`src/rtl/tconv_tile_sequencer.sv`:
```
// Tile control sequencer for the transpose-convolution datapath: weight fetch, per-channel ifmap reads,
// compute enables and column drain. Optional busy-cycle counter enabled by TCONV_SEQ_PERF_EN.
module tconv_tile_sequencer #(
    parameter int NUM_BRAMS = 16,
    parameter int W_ADDR_W  = 10,
    parameter int I_ADDR_W  = 10,
    parameter int READ_LAT  = 1,
    parameter int SEL_W     = $clog2(NUM_BRAMS)
) (
    input  logic                          clk,
    input  logic                          rst,
    input  logic                          start,
    input  logic [W_ADDR_W-1:0]           cfg_w_base,
    input  logic [I_ADDR_W-1:0]           cfg_if_base,
    input  logic [I_ADDR_W-1:0]           cfg_len,
    input  logic [SEL_W:0]                cfg_num_ch,
    input  logic                          hold,
    output logic                          busy,
    output logic                          done,
    output logic [NUM_BRAMS-1:0]          w_re,
    output logic [NUM_BRAMS*W_ADDR_W-1:0] w_addr_rd_flat,
    output logic [NUM_BRAMS-1:0]          if_re,
    output logic [NUM_BRAMS*I_ADDR_W-1:0] if_addr_rd_flat,
    output logic [SEL_W-1:0]              ifmap_sel,
    output logic [NUM_BRAMS-1:0]          en_weight_load,
    output logic [NUM_BRAMS-1:0]          en_ifmap_load,
    output logic [NUM_BRAMS-1:0]          en_psum,
    output logic [NUM_BRAMS-1:0]          clear_psum,
    output logic [NUM_BRAMS-1:0]          en_output,
    output logic [SEL_W:0]                done_select,
    output logic [31:0]                   perf_cycles
);

    localparam int LAT_W = 3;
    localparam logic [LAT_W-1:0]     LAT_LAST = LAT_W'(READ_LAT - 1);
    localparam logic [LAT_W-1:0]     LAT_ONE  = {{(LAT_W-1){1'b0}}, 1'b1};
    localparam logic [I_ADDR_W-1:0]  I_ONE    = {{(I_ADDR_W-1){1'b0}}, 1'b1};
    localparam logic [SEL_W-1:0]     SEL_ONE  = {{(SEL_W-1){1'b0}}, 1'b1};
    localparam logic [SEL_W:0]       NCH_ONE  = {{SEL_W{1'b0}}, 1'b1};
    localparam logic [SEL_W-1:0]     K_LAST   = SEL_W'(NUM_BRAMS - 1);
    localparam logic [NUM_BRAMS-1:0] ALL_ONES = {NUM_BRAMS{1'b1}};
    localparam logic [NUM_BRAMS-1:0] ZEROS    = {NUM_BRAMS{1'b0}};
    localparam logic [NUM_BRAMS-1:0] ONE_HOT0 = {{(NUM_BRAMS-1){1'b0}}, 1'b1};

    typedef enum logic [2:0] {
        ST_IDLE   = 3'd0,
        ST_LOAD_W = 3'd1,
        ST_WAIT_W = 3'd2,
        ST_READ   = 3'd3,
        ST_WAIT   = 3'd4,
        ST_DRAIN  = 3'd5,
        ST_DONE   = 3'd6
    } state_t;

    state_t                state_r, state_s;
    logic [SEL_W-1:0]      ch_r, ch_s, k_r, k_s;
    logic [I_ADDR_W-1:0]   i_r, i_s;
    logic [LAT_W-1:0]      lat_r, lat_s;
    logic [W_ADDR_W-1:0]   w_base_r, w_base_s, w_addr_r, w_addr_s;
    logic [I_ADDR_W-1:0]   if_base_r, if_base_s, len_r, len_s, if_addr_r, if_addr_s;
    logic [SEL_W:0]        num_ch_r, num_ch_s, dsel_r, dsel_s;
    logic [SEL_W-1:0]      sel_r, sel_s;
    logic                  busy_r, busy_s, done_r, done_s;
    logic [NUM_BRAMS-1:0]  w_re_r, w_re_s, if_re_r, if_re_s;
    logic [NUM_BRAMS-1:0]  ewl_r, ewl_s, eil_r, eil_s, eps_r, eps_s, clr_r, clr_s, eout_r, eout_s;
    logic                  issue_s, drain_s;

    // Next-state, counter and next-output decode; outputs for the coming cycle are registered below.
    always_comb begin
        state_s   = state_r;
        ch_s      = ch_r;
        k_s       = k_r;
        i_s       = i_r;
        lat_s     = lat_r;
        w_base_s  = w_base_r;
        if_base_s = if_base_r;
        len_s     = len_r;
        num_ch_s  = num_ch_r;
        w_addr_s  = w_addr_r;
        if_addr_s = if_addr_r;
        sel_s     = sel_r;
        dsel_s    = dsel_r;
        done_s    = 1'b0;
        w_re_s    = ZEROS;
        if_re_s   = ZEROS;
        ewl_s     = ZEROS;
        eil_s     = ZEROS;
        eps_s     = ZEROS;
        clr_s     = ZEROS;
        eout_s    = ZEROS;
        issue_s   = 1'b0;
        drain_s   = 1'b0;

        case (state_r)
            ST_IDLE: begin
                if (start) begin
                    w_base_s  = cfg_w_base;
                    if_base_s = cfg_if_base;
                    len_s     = cfg_len;
                    num_ch_s  = cfg_num_ch;
                    if ((cfg_len == {I_ADDR_W{1'b0}}) || (cfg_num_ch == {(SEL_W+1){1'b0}})) begin
                        state_s = ST_DONE;
                        done_s  = 1'b1;
                    end else begin
                        state_s  = ST_LOAD_W;
                        w_re_s   = ALL_ONES;
                        w_addr_s = cfg_w_base;
                    end
                end else begin
                    state_s = ST_IDLE;
                end
            end
            ST_LOAD_W: begin
                state_s = ST_WAIT_W;
                lat_s   = {LAT_W{1'b0}};
                ewl_s   = (lat_s == LAT_LAST) ? ALL_ONES : ZEROS;
            end
            ST_WAIT_W: begin
                if (lat_r == LAT_LAST) begin
                    ch_s    = {SEL_W{1'b0}};
                    i_s     = {I_ADDR_W{1'b0}};
                    issue_s = 1'b1;
                end else begin
                    lat_s = lat_r + LAT_ONE;
                    ewl_s = (lat_s == LAT_LAST) ? ALL_ONES : ZEROS;
                end
            end
            ST_READ: begin
                // A read overlapped by hold is dropped and reissued once hold clears.
                if (hold) begin
                    state_s = ST_READ;
                end else if (|if_re_r) begin
                    state_s = ST_WAIT;
                    lat_s   = {LAT_W{1'b0}};
                    eil_s   = (lat_s == LAT_LAST) ? ALL_ONES : ZEROS;
                    eps_s   = eil_s;
                end else begin
                    issue_s = 1'b1;
                end
            end
            ST_WAIT: begin
                if (lat_r == LAT_LAST) begin
                    k_s     = {SEL_W{1'b0}};
                    drain_s = 1'b1;
                end else begin
                    lat_s = lat_r + LAT_ONE;
                    eil_s = (lat_s == LAT_LAST) ? ALL_ONES : ZEROS;
                    eps_s = eil_s;
                end
            end
            ST_DRAIN: begin
                if (hold) begin
                    state_s = ST_DRAIN;
                end else if (k_r != K_LAST) begin
                    k_s     = k_r + SEL_ONE;
                    drain_s = 1'b1;
                end else if (i_r != (len_r - I_ONE)) begin
                    i_s     = i_r + I_ONE;
                    issue_s = 1'b1;
                end else if ({1'b0, ch_r} != (num_ch_r - NCH_ONE)) begin
                    ch_s    = ch_r + SEL_ONE;
                    i_s     = {I_ADDR_W{1'b0}};
                    issue_s = 1'b1;
                end else begin
                    state_s = ST_DONE;
                    done_s  = 1'b1;
                end
            end
            ST_DONE: begin
                state_s = ST_IDLE;
            end
            default: begin
                state_s = ST_IDLE;
            end
        endcase

        if (issue_s) begin
            state_s   = ST_READ;
            if_re_s   = ONE_HOT0 << ch_s;
            if_addr_s = if_base_r + i_s;
            sel_s     = ch_s;
            clr_s     = ALL_ONES;
        end else begin
            if_re_s = if_re_s;
        end
        if (drain_s) begin
            state_s = ST_DRAIN;
            eout_s  = ONE_HOT0 << k_s;
            dsel_s  = {1'b0, k_s};
        end else begin
            eout_s = eout_s;
        end
        busy_s = (state_s != ST_IDLE);
    end

    // State, counters, latched configuration and registered outputs.
    always_ff @(posedge clk or posedge rst) begin
        if (rst) begin
            state_r   <= ST_IDLE;
            ch_r      <= {SEL_W{1'b0}};
            k_r       <= {SEL_W{1'b0}};
            i_r       <= {I_ADDR_W{1'b0}};
            lat_r     <= {LAT_W{1'b0}};
            w_base_r  <= {W_ADDR_W{1'b0}};
            if_base_r <= {I_ADDR_W{1'b0}};
            len_r     <= {I_ADDR_W{1'b0}};
            num_ch_r  <= {(SEL_W+1){1'b0}};
            w_addr_r  <= {W_ADDR_W{1'b0}};
            if_addr_r <= {I_ADDR_W{1'b0}};
            sel_r     <= {SEL_W{1'b0}};
            dsel_r    <= {(SEL_W+1){1'b0}};
            busy_r    <= 1'b0;
            done_r    <= 1'b0;
            w_re_r    <= ZEROS;
            if_re_r   <= ZEROS;
            ewl_r     <= ZEROS;
            eil_r     <= ZEROS;
            eps_r     <= ZEROS;
            clr_r     <= ZEROS;
            eout_r    <= ZEROS;
        end else begin
            state_r   <= state_s;
            ch_r      <= ch_s;
            k_r       <= k_s;
            i_r       <= i_s;
            lat_r     <= lat_s;
            w_base_r  <= w_base_s;
            if_base_r <= if_base_s;
            len_r     <= len_s;
            num_ch_r  <= num_ch_s;
            w_addr_r  <= w_addr_s;
            if_addr_r <= if_addr_s;
            sel_r     <= sel_s;
            dsel_r    <= dsel_s;
            busy_r    <= busy_s;
            done_r    <= done_s;
            w_re_r    <= w_re_s;
            if_re_r   <= if_re_s;
            ewl_r     <= ewl_s;
            eil_r     <= eil_s;
            eps_r     <= eps_s;
            clr_r     <= clr_s;
            eout_r    <= eout_s;
        end
    end

    assign busy            = busy_r;
    assign done            = done_r;
    assign w_re            = w_re_r;
    assign w_addr_rd_flat  = {NUM_BRAMS{w_addr_r}};
    assign if_re           = if_re_r;
    assign if_addr_rd_flat = {NUM_BRAMS{if_addr_r}};
    assign ifmap_sel       = sel_r;
    assign en_weight_load  = ewl_r;
    assign en_ifmap_load   = eil_r;
    assign en_psum         = eps_r;
    assign clear_psum      = clr_r;
    assign en_output       = eout_r;
    assign done_select     = dsel_r;

`ifdef TCONV_SEQ_PERF_EN
    logic [31:0] perf_r;

    // Busy cycles preceding DONE; value is frozen from DONE until the next accepted start.
    always_ff @(posedge clk or posedge rst) begin
        if (rst) begin
            perf_r <= 32'd0;
        end else if ((state_r == ST_IDLE) && start) begin
            perf_r <= 32'd0;
        end else if ((state_r != ST_IDLE) && (state_r != ST_DONE) && (perf_r != 32'hFFFF_FFFF)) begin
            perf_r <= perf_r + 32'd1;
        end else begin
            perf_r <= perf_r;
        end
    end

    assign perf_cycles = perf_r;
`else
    assign perf_cycles = 32'd0;
`endif

endmodule

```
`config.mk`:
```
export PLATFORM = sky130hd
export DESIGN_NAME = tconv_tile_sequencer
export DESIGN_NICKNAME = d
export VERILOG_FILES = /design/src/rtl/tconv_tile_sequencer.sv
export SDC_FILE = /design/constraint.sdc
export NUM_CORES = 1
export LEC_CHECK = 0
export CAP_MARGIN = 25
export CORE_AREA = 2 2 202 204
export CTS_BUF_LIST = sky130_fd_sc_hd__clkbuf_8
export DETAILED_ROUTE_END_ITERATION = 10
export DIE_AREA = 0 0 204 206
export HOLD_SLACK_MARGIN = 0.15
export PLACE_DENSITY_LB_ADDON = 0.2
export SLEW_MARGIN = 25
export SYNTH_ARGS = -nofsm -noshare
export SYNTH_HDL_FRONTEND = slang
export SYNTH_SLANG_ARGS = --single-unit
```
`constraint.sdc`:
```
create_clock -name clk -period 4 [get_ports clk]
set_input_delay 1.2 -clock clk [delete_from_list [all_inputs] [get_ports clk]]
set_output_delay 1.2 -clock clk [all_outputs]
set_load 0.1 [all_outputs]
```
## Yosys cells after proc, flatten, opt, wreduce, memory -nomap -nowiden

Index checks and enable logic that the tools add are counted.

- Word-level logic and storage cells: 115
- Output and inout bits: 475
- Input port bits: 39
- Bits in registers: 175

- Shift operators: 2
- Reductions and logical operators: 13
- $add $sub $neg: 7
- Equality and inequality tests: 11
- Bitwise operators: 1
- Multiplexer cells: 61

Operator list:

| kind | count |
|---|---|
| two-way mux 16 bit | 10 |
| one-hot mux 16 bit (2 select lines) | 2 |
| two-way mux 10 bit | 5 |
| two-way mux 3 bit | 13 |
| two-way mux 4 bit | 8 |
| left shift 1 x 4 -> 16 bit, first input constant | 2 |
| one-hot mux 10 bit (2 select lines) | 1 |
| one-hot mux 4 bit (2 select lines) | 2 |
| OR reduction 16 bit | 1 |
| two-way mux 1 bit | 15 |
| one-hot mux 3 bit (5 select lines) | 1 |
| adder 10 x 1 -> 10 bit, second input constant | 1 |
| adder 10 bit | 1 |
| logical NOT 10 bit | 1 |
| != test 10 bit | 1 |
| subtractor 10 x 1 -> 10 bit, second input constant | 1 |
| logical NOT 3 bit | 3 |
| one-hot mux 3 bit (3 select lines) | 1 |
| adder 4 x 1 -> 4 bit, second input constant | 2 |
| equality test 3 x 2 -> 1 bit, second input constant | 2 |
| equality test 3 bit, second input constant | 2 |
| != test 2 bit, second input constant | 3 |
| nonzero test 3 bit | 2 |
| logical NOT 5 bit | 1 |
| 13 further kinds | 14 |

## Logic depth before layout (Yosys ltp)

Gate-level depths: netlist of run 1.

- Word-level depth: 10
- Mapped depth: 19
- Depth with buffers taken out: 18

## Least setup slack after synthesis of run 1

No wires, ideal clock.

- Path type: register to register
- From: reg len_r[0]
- To: reg if_addr_r[8]
- Arrival: 4134 ps
- Stages on the path, launching flop included: 19
- Path buffers: 1
- Required time: 3873 ps
- Library setup time: 127 ps
- Slack: -260 ps
- Cell sequence: dfrtp_1 inv_1 ha_1 or3b_4 nor3_1 xnor2_1 a2111o_1 o21a_1 clkbuf_1 mux2_2 ha_1 fa_1 a21o_1 a21oi_1 o21bai_1 a21oi_1 o21ai_0 xor2_1 mux2_2

- Cells in the longest elaborated chain, start to end: 7

Ends and longest elaborated chain:

| what | RTL line | RTL |
|---|---|---|
| start, declared | 60 | `logic [I_ADDR_W-1:0] if_base_r, if_base_s, len_r, len_s, if_addr_r, if_addr_s;` |
| start signal, assigned | 206 | `len_r <= {I_ADDR_W{1'b0}};` |
| start signal, assigned | 229 | `len_r <= len_s;` |
| subtractor 10 x 1 -> 10 bit | 157 | `end else if (i_r != (len_r - I_ONE)) begin` |
| != test 10 bit | 157 |  |
| two-way mux 10 bit | 157 |  |
| two-way mux 10 bit | 154 | `end else if (k_r != K_LAST) begin` |
| two-way mux 10 bit | 152 | `if (hold) begin` |
| one-hot mux 10 bit (2 select lines) | 94 | `case (state_r)` |
| via i_s[0] | 57 | `logic [I_ADDR_W-1:0] i_r, i_s;` |
| adder 10 bit | 180 | `if_addr_s = if_base_r + i_s;` |
| end signal, assigned | 209 | `if_addr_r <= {I_ADDR_W{1'b0}};` |
| end signal, assigned | 232 | `if_addr_r <= if_addr_s;` |
| end, declared | 60 |  |

The timed path passes the listed nets, and every way through them passes these cells.
A chain may end at the register's enable or synchronous reset.

## Final worst setup path of run 1

- From: reg len_r[0]
- To: reg if_addr_r[9]

Same word-level chain as after synthesis.

==> results of run 1 <==
[registers in the layout, indices dropped and copies added, names as in the netlist]
register	flops
busy	1
ch_r	4
clear_psum	1
done	1
done_select	4
en_output	16
en_psum	1
en_weight_load	1
i_r	10
if_addr_r	10
if_base_r	10
if_re	16
ifmap_sel	4
k_r	4
lat_r	3
len_r	10
num_ch_r	5
state_r	3
w_addr_r	10
w_re	1
[metal layers]
metal / vias to the layer above / track usage [%]
li1: 3009 / -
met1: 2861 / 13.6
met2: 241 / 16.5
met3: 15 / 2.37
met4: 0 / 3.03
met5: - / 0
[through the flow]
stage | setup TNS (ps) | setup slack (ps) | instances
after floorplan | -238 | -189 | 975
after global placement | -1610 | -588 | 1627
after detailed placement | -1730 | -579 | 1627
after CTS | -179 | -131 | 1662
after global routing | -701 | -302 | 1662
final | -195 | -126 | 1664
[repair_timing]
item / CTS / global route
endpoints found under the setup margin: 3 / 5
pin swaps: 6 / 23
gates resized for setup: 13 / 20
setup buffers: 3 / 0
cloned: 0 / 0
[cells in the final DEF (no fill, tap or decap), types with 3 or more instances in the layout]
cell,Yosys,routed
a21oi_2,0,5
inv_1,20,17
or3_1,4,4
inv_6,0,5
and2_1,5,4
ha_1,17,11
bufinv_16,0,3
nor3_1,10,6
conb_1,1,33
nand3_1,12,12
a21o_1,6,6
a211o_1,3,3
nor3_2,0,3
mux2_2,30,28
a31oi_1,4,3
clkinv_4,0,3
clkdlybuf4s50_1,0,55
nor2_1,61,61
nand2_1,76,75
clkbuf_8,0,17
nand4_1,3,3
o21ai_0,17,14
nand3b_1,3,3
dfrtp_1,115,115
or2_2,3,3
xor2_1,17,17
nand2b_1,6,6
nor4_1,13,13
a21oi_1,18,13
a22o_1,4,4
ha_4,0,5
xnor2_1,13,12
and3_1,3,3
buf_4,410,491
nor2b_1,4,4
[worst register-to-register path, cell delays in order (launching register included)]
cell and delay [ps]:
dfrtp_1 430, buf_6 130, or4_4 520, nor2_1 110
nand4_1 110, a2111o_1 490, or2_4 310, and4_2 230
a221o_1 320, ha_4 300, nand2_1 50, o211ai_1 220
a31o_2 200, a21oi_2 60, xnor2_2 140, xnor2_1 120
mux2_2 270
[final timing paths]
kind | depth (start not counted) | end | from | slack (ps)
min in group asynchronous | 2 | num_ch_r[3] | rst | 1090
min reg2reg | 2 | done_select[3] | done_select[3] | 490
max | 16 | if_addr_r[9] | len_r[0] | -130
max in group asynchronous | 3 | if_addr_r[8] | rst | 2150
max reg2reg | 16 | if_addr_r[9] | len_r[0] | -130
min | 2 | done_select[3] | done_select[3] | 490
[final cells by class]
cell class	count	area [sq um]	area share [%]
Timing Repair Buffer	548	4270	38.4
Inverter	20	78.8	0.709
Multi-Input combinational cell	415	2800	25.2
Clock inverter	15	193	1.73
Antenna cell	2	5.00	0.0450
Sequential cell	115	2880	25.9
Clock buffer	17	234	2.10
Tap cell	532	666	5.99
[logic make-up after synthesis]
group	share of synthesized area, %
adder cells (fa/ha/maj)	2.83
buffers and inverters	37.6
other	0.0437
XOR/XNOR	3.06
AO/OA/AOI/OAI	6.58
flip-flops	33.5
AND/OR/NAND/NOR	12.3
multiplexers	4.05
==> impl_results.md, run 1 <==
* Status: finished, violations left
* Failing checks: negative setup slack
* Tmin final at 4130 ps
* CP Cell Sequence: buf_6 > or4_4 > nor2_1 > nand4_1 > a2111o_1 > or2_4 > and4_2 > a221o_1 > ha_4 > nand2_1 > o211ai_1 > a31o_2 > a21oi_2 > xnor2_2 > xnor2_1 > mux2_2
* Count leader, synth: buf_4
* Final worst path period share at 103%
* Slew at the pin closest to its max-slew limit at 999 ps
* Final Hold Fails at 0
* Met2 wire len at 11100 um
* Avg Cell Area, Syn at a little over 9 sq um
* Crit path DAT at 4470 ps
* Hold Path Class: flip-flop to flip-flop
* Post-synth EDFFs at 0
* Rel. slew slack at between 30% and 40%
* Chip height at between 200 and 250 um
* TritonCTS clock tree: built
* Initial Util at 21.4%
* Cells after synthesis at 943
* FF+latch count, synth at 115
* First-pass GRT wire length at 32800 um
* Standard-cell row count at 74
* Vias per inst at 3.68
* Die Area at roughly 42000 sq um
* Top_reg_cell synth: dfrtp_1
* Reg clk slew, reported paths at 80 ps
* RSZ-0062 raised after global routing: yes
* Met1 wire length at around 11000 um
* # IOs at 514
* Initial DRT Pass Iterations at 4
* Post-CTS Hold Fix Bufs at 0
* Hold WS at 495 ps
* Max Freq at 242 MHz
* Setup violations, final at 2
* Final #Nets at roughly 1200
* Clock latency on the worst-skew pair at 470 ps
* Post-synth top area share at 35.9%
* DR iter-0 viols at ~180
* Post-Route Utilization at ~28%
* Yosys cell types at 69
* Post-DP Area at 10500 sq um
* Top Layer Used: met4
* Die X at approximately 200 um
* CP Class: flip-flop to flip-flop
* Clk root buf: clkbuf_8
* Fraction of layout cells with a size suffix above 1 at a little over half
* Cell area after synthesis at between 8000 and 9000 sq um
* Post-DRT Antenna Nets at 0
* Max-Cap Viols at 0
* Buf+Inv Stages, Crit Path at 1
* Congestion Overflow GR at 0
* Clk buf depth at 2
* H-tree depth at 4
* Max-slew violation count at 0
* CP max FO at 4
* CP Launch Type: flip-flop
* HPWL after DPL at 18100 um
* Port Buffer Count at 480
* Initial antenna violation count at 1
* Critical Path RT at between 4000 and 5000 ps
* Drt drc at 0
* Async set-reset flop share out of synthesis at 100%
* Synth cell count leaders: 410 x buf_4, 115 x dfrtp_1, 76 x nand2_1
* Synth area leaders: buf_4 36%, dfrtp_1 34%, mux2_2 3.9%
* Post-DR wirelength/cell at 14.0 um
* Register area share after synthesis at around 34%
* Post-route cell area at 11100 sq um
* Final wirelength at between 20000 and 25000 um
* Vias at 6126
* Final worst-path setup slack at -126 ps
* GRT Total Usage at between 10% and 20%
* Core area at 40200 sq um
* Clk_skew at 26.0 ps
* Critical path capture point type: flip-flop
* CP max stage delay at 520 ps
* Area leader, netlist: buf_4
* Vias in the first global route at around 5400
* Num Clock Sinks at approximately 120
* Largest net degree at the start of global routing at 76
* Fillers at between 4000 and 5000
* Critical path's top delay family: simple AND/OR/NAND/NOR gates
* Syn. warnings at 0
* Total CTS buffers at 17
* RD Place Congestion at 0.738
* Critical path's slowest cell: or4_4
* Area Growth Syn to Fin at 29.6%
* Met3 wire length at 1440 um
Power of run 1 is left out: the tool's default activity adds up to more than one toggle a clock period on the data nets, which glitch-free logic cannot reach.
==> inputs of run 2 (changes only) <==
Settings changed: REMOVE_ABC_BUFFERS set to 1.
==> impl_results.md, run 2 (synthesis results as in run 1) <==
* Status: finished, violations left
* Failing checks: negative setup slack
* Largest net degree at the start of global routing at 54
* Core area at 40200 sq um
* Hold Startpoint: done_select[2]
* Initial DRT Pass Iterations at 4
* Vias per inst at 3.74
* Die Area at 42000 sq um
* Max-slew violation count at 0
* # IOs at around 510
* Post-route cell area at 11200 sq um
* Total CTS buffers at 17
* Clk root buf: clkbuf_8
* Worst-case reg-to-reg path depth at 17
* Drt drc at 0
* Tmin final at 4130 ps
* Num Clock Sinks at 115
* CP Launch Type: flip-flop
* Crit path DAT at 4480 ps
* Fillers at between 4000 and 5000
* CP Class: flip-flop to flip-flop
* Final worst-path setup slack at -128 ps
* Slew at the pin closest to its max-slew limit at 993 ps
* Fraction of layout cells with a size suffix above 1 at 53.8%
* Initial antenna violation count at 0
* Reg2reg end: if_addr_r[8]
* Clock latency on the worst-skew pair at 470 ps
* Standard-cell row count at 74
* HPWL after DPL at 18400 um
* Initial Util at 21.4%
* Post-DR wirelength/cell at between 10 and 15 um
* DR iter-0 viols at about 240
* Vias at approximately 6200
* Die X at 204 um
* Commonest non-fill, non-tap cells in the layout: 491 x buf_4, 115 x dfrtp_1, 75 x nand2_1
* Port Buffer Count at 480
* Clk buf depth at 2
* Reg clk slew, reported paths at 70 ps
* Clk_skew at 14.5 ps
* WHS Endpoint: done_select[2]
* Post-DP Area at roughly 10000 sq um
* Max Freq at 242 MHz
* Setup_tns at -272 ps
* Area Growth Syn to Fin at 30.5%
* Critical path capture point type: flip-flop
* RR Startpoint: len_r[1]
* Critical path's slowest cell: or4_4
* Hold Path Class: flip-flop to flip-flop
* CP max stage delay at ~550 ps
* GRT Total Usage at 10.5%
* Critical Path RT at 4350 ps
* Congestion Overflow GR at 0
* CP max FO at 4
* Final worst path period share at 103%
* R2R Setup Slk at -130 ps
* Setup violations, final at 3
* CP Cell Sequence: buf_6 > or4_4 > nor2_1 > nand4_1 > a2111o_1 > buf_6 > o21a_4 > mux2_4 > ha_4 > fa_2 > a21o_1 > a21oi_2 > o21bai_1 > a21oi_2 > o21ai_2 > xor2_1 > mux2_4
* Diode count at 0
* TritonCTS clock tree: built
* Post-Route Utilization at between 20% and 30%
* Final wirelength at 23700 um
* RD Place Congestion at 0.734
* Post-CTS Hold Fix Bufs at 0
* Post-DRT Antenna Nets at 0
* Vias in the first global route at 5562
* Most common cell after layout, fill and taps aside: buf_4
* Chip height at 206 um
* Max-Cap Viols at 0
* First-pass GRT wire length at 33500 um
* Final #Nets at 1181
* Pre-CTS WS at -574 ps
* RSZ-0062 raised after global routing: yes
* WHS Path Cells at 1
* H-tree depth at 4
* Final Hold Fails at 0
* Rel. slew slack at 33.6%
[run 2: worst max-delay path by stage]
stage | startpoint | endpoint | slack [ps]
6_report | len_r[1] | if_addr_r[8] | -130
5_1_grt | len_r[1] | if_addr_r[9] | -320
4_1_cts | len_r[0] | if_addr_r[9] | -100
3_5_place_dp | hold | if_addr_r[8] | -570
3_3_place_gp | hold | if_addr_r[8] | -530
2_1_floorplan | en_psum[14] | en_ifmap_load[0] | -16540
[run 2: worst max-delay path, delay by kind of cell, from the launching register on]
| family | cells | cell delay (ps) |
|---|---|---|
| AOI/OAI and AO/OA | 7 | 1380 |
| xor gates and xnor gates | 1 | 160 |
| adders and majority gates | 2 | 510 |
| buffers and inverters | 2 | 280 |
| DFF | 1 | 400 |
| muxes | 2 | 550 |
| and+or+nand+nor | 3 | 730 |
[run 2: what timing repair did]
action | CTS | global route
buffers inserted | 9 | 3
resized for setup | 25 | 26
pin swaps | 25 | 23
endpoints found under the setup margin | 3 | 4
[run 2: metrics by stage]
step | hold slack (ps) | cells
3_5_place_dp | 474 | 1626
3_3_place_gp | 464 | 1626
2_1_floorplan | 488 | 550
4_1_cts | 492 | 1666
6_report | 486 | 1669
5_1_grt | 513 | 1669
[run 2: final cells by class]
| type | count | area [sq um] | share of cell area, % |
|---|---|---|---|
| sequential | 115 | 2880 | 25.7 |
| tap | 532 | 666 | 5.94 |
| inverter | 20 | 77.6 | 0.693 |
| timing repair buffer | 555 | 4350 | 38.8 |
| clock buffer | 19 | 262 | 2.33 |
| clock inverter | 13 | 158 | 1.41 |
| multi-input combinational | 415 | 2820 | 25.1 |
[run 2: routing by layer]
layer	global-route usage, %	share of wire, %	up-vias	wire length (um)
li1	-	-	3022	-
met1	13.8	45	2927	10700
met2	17.1	48	281	11300
met3	2.21	6.4	14	1510
met4	3.11	1.0	0	242
met5	0	0	-	0
Power of run 2 is left out for the same reason.
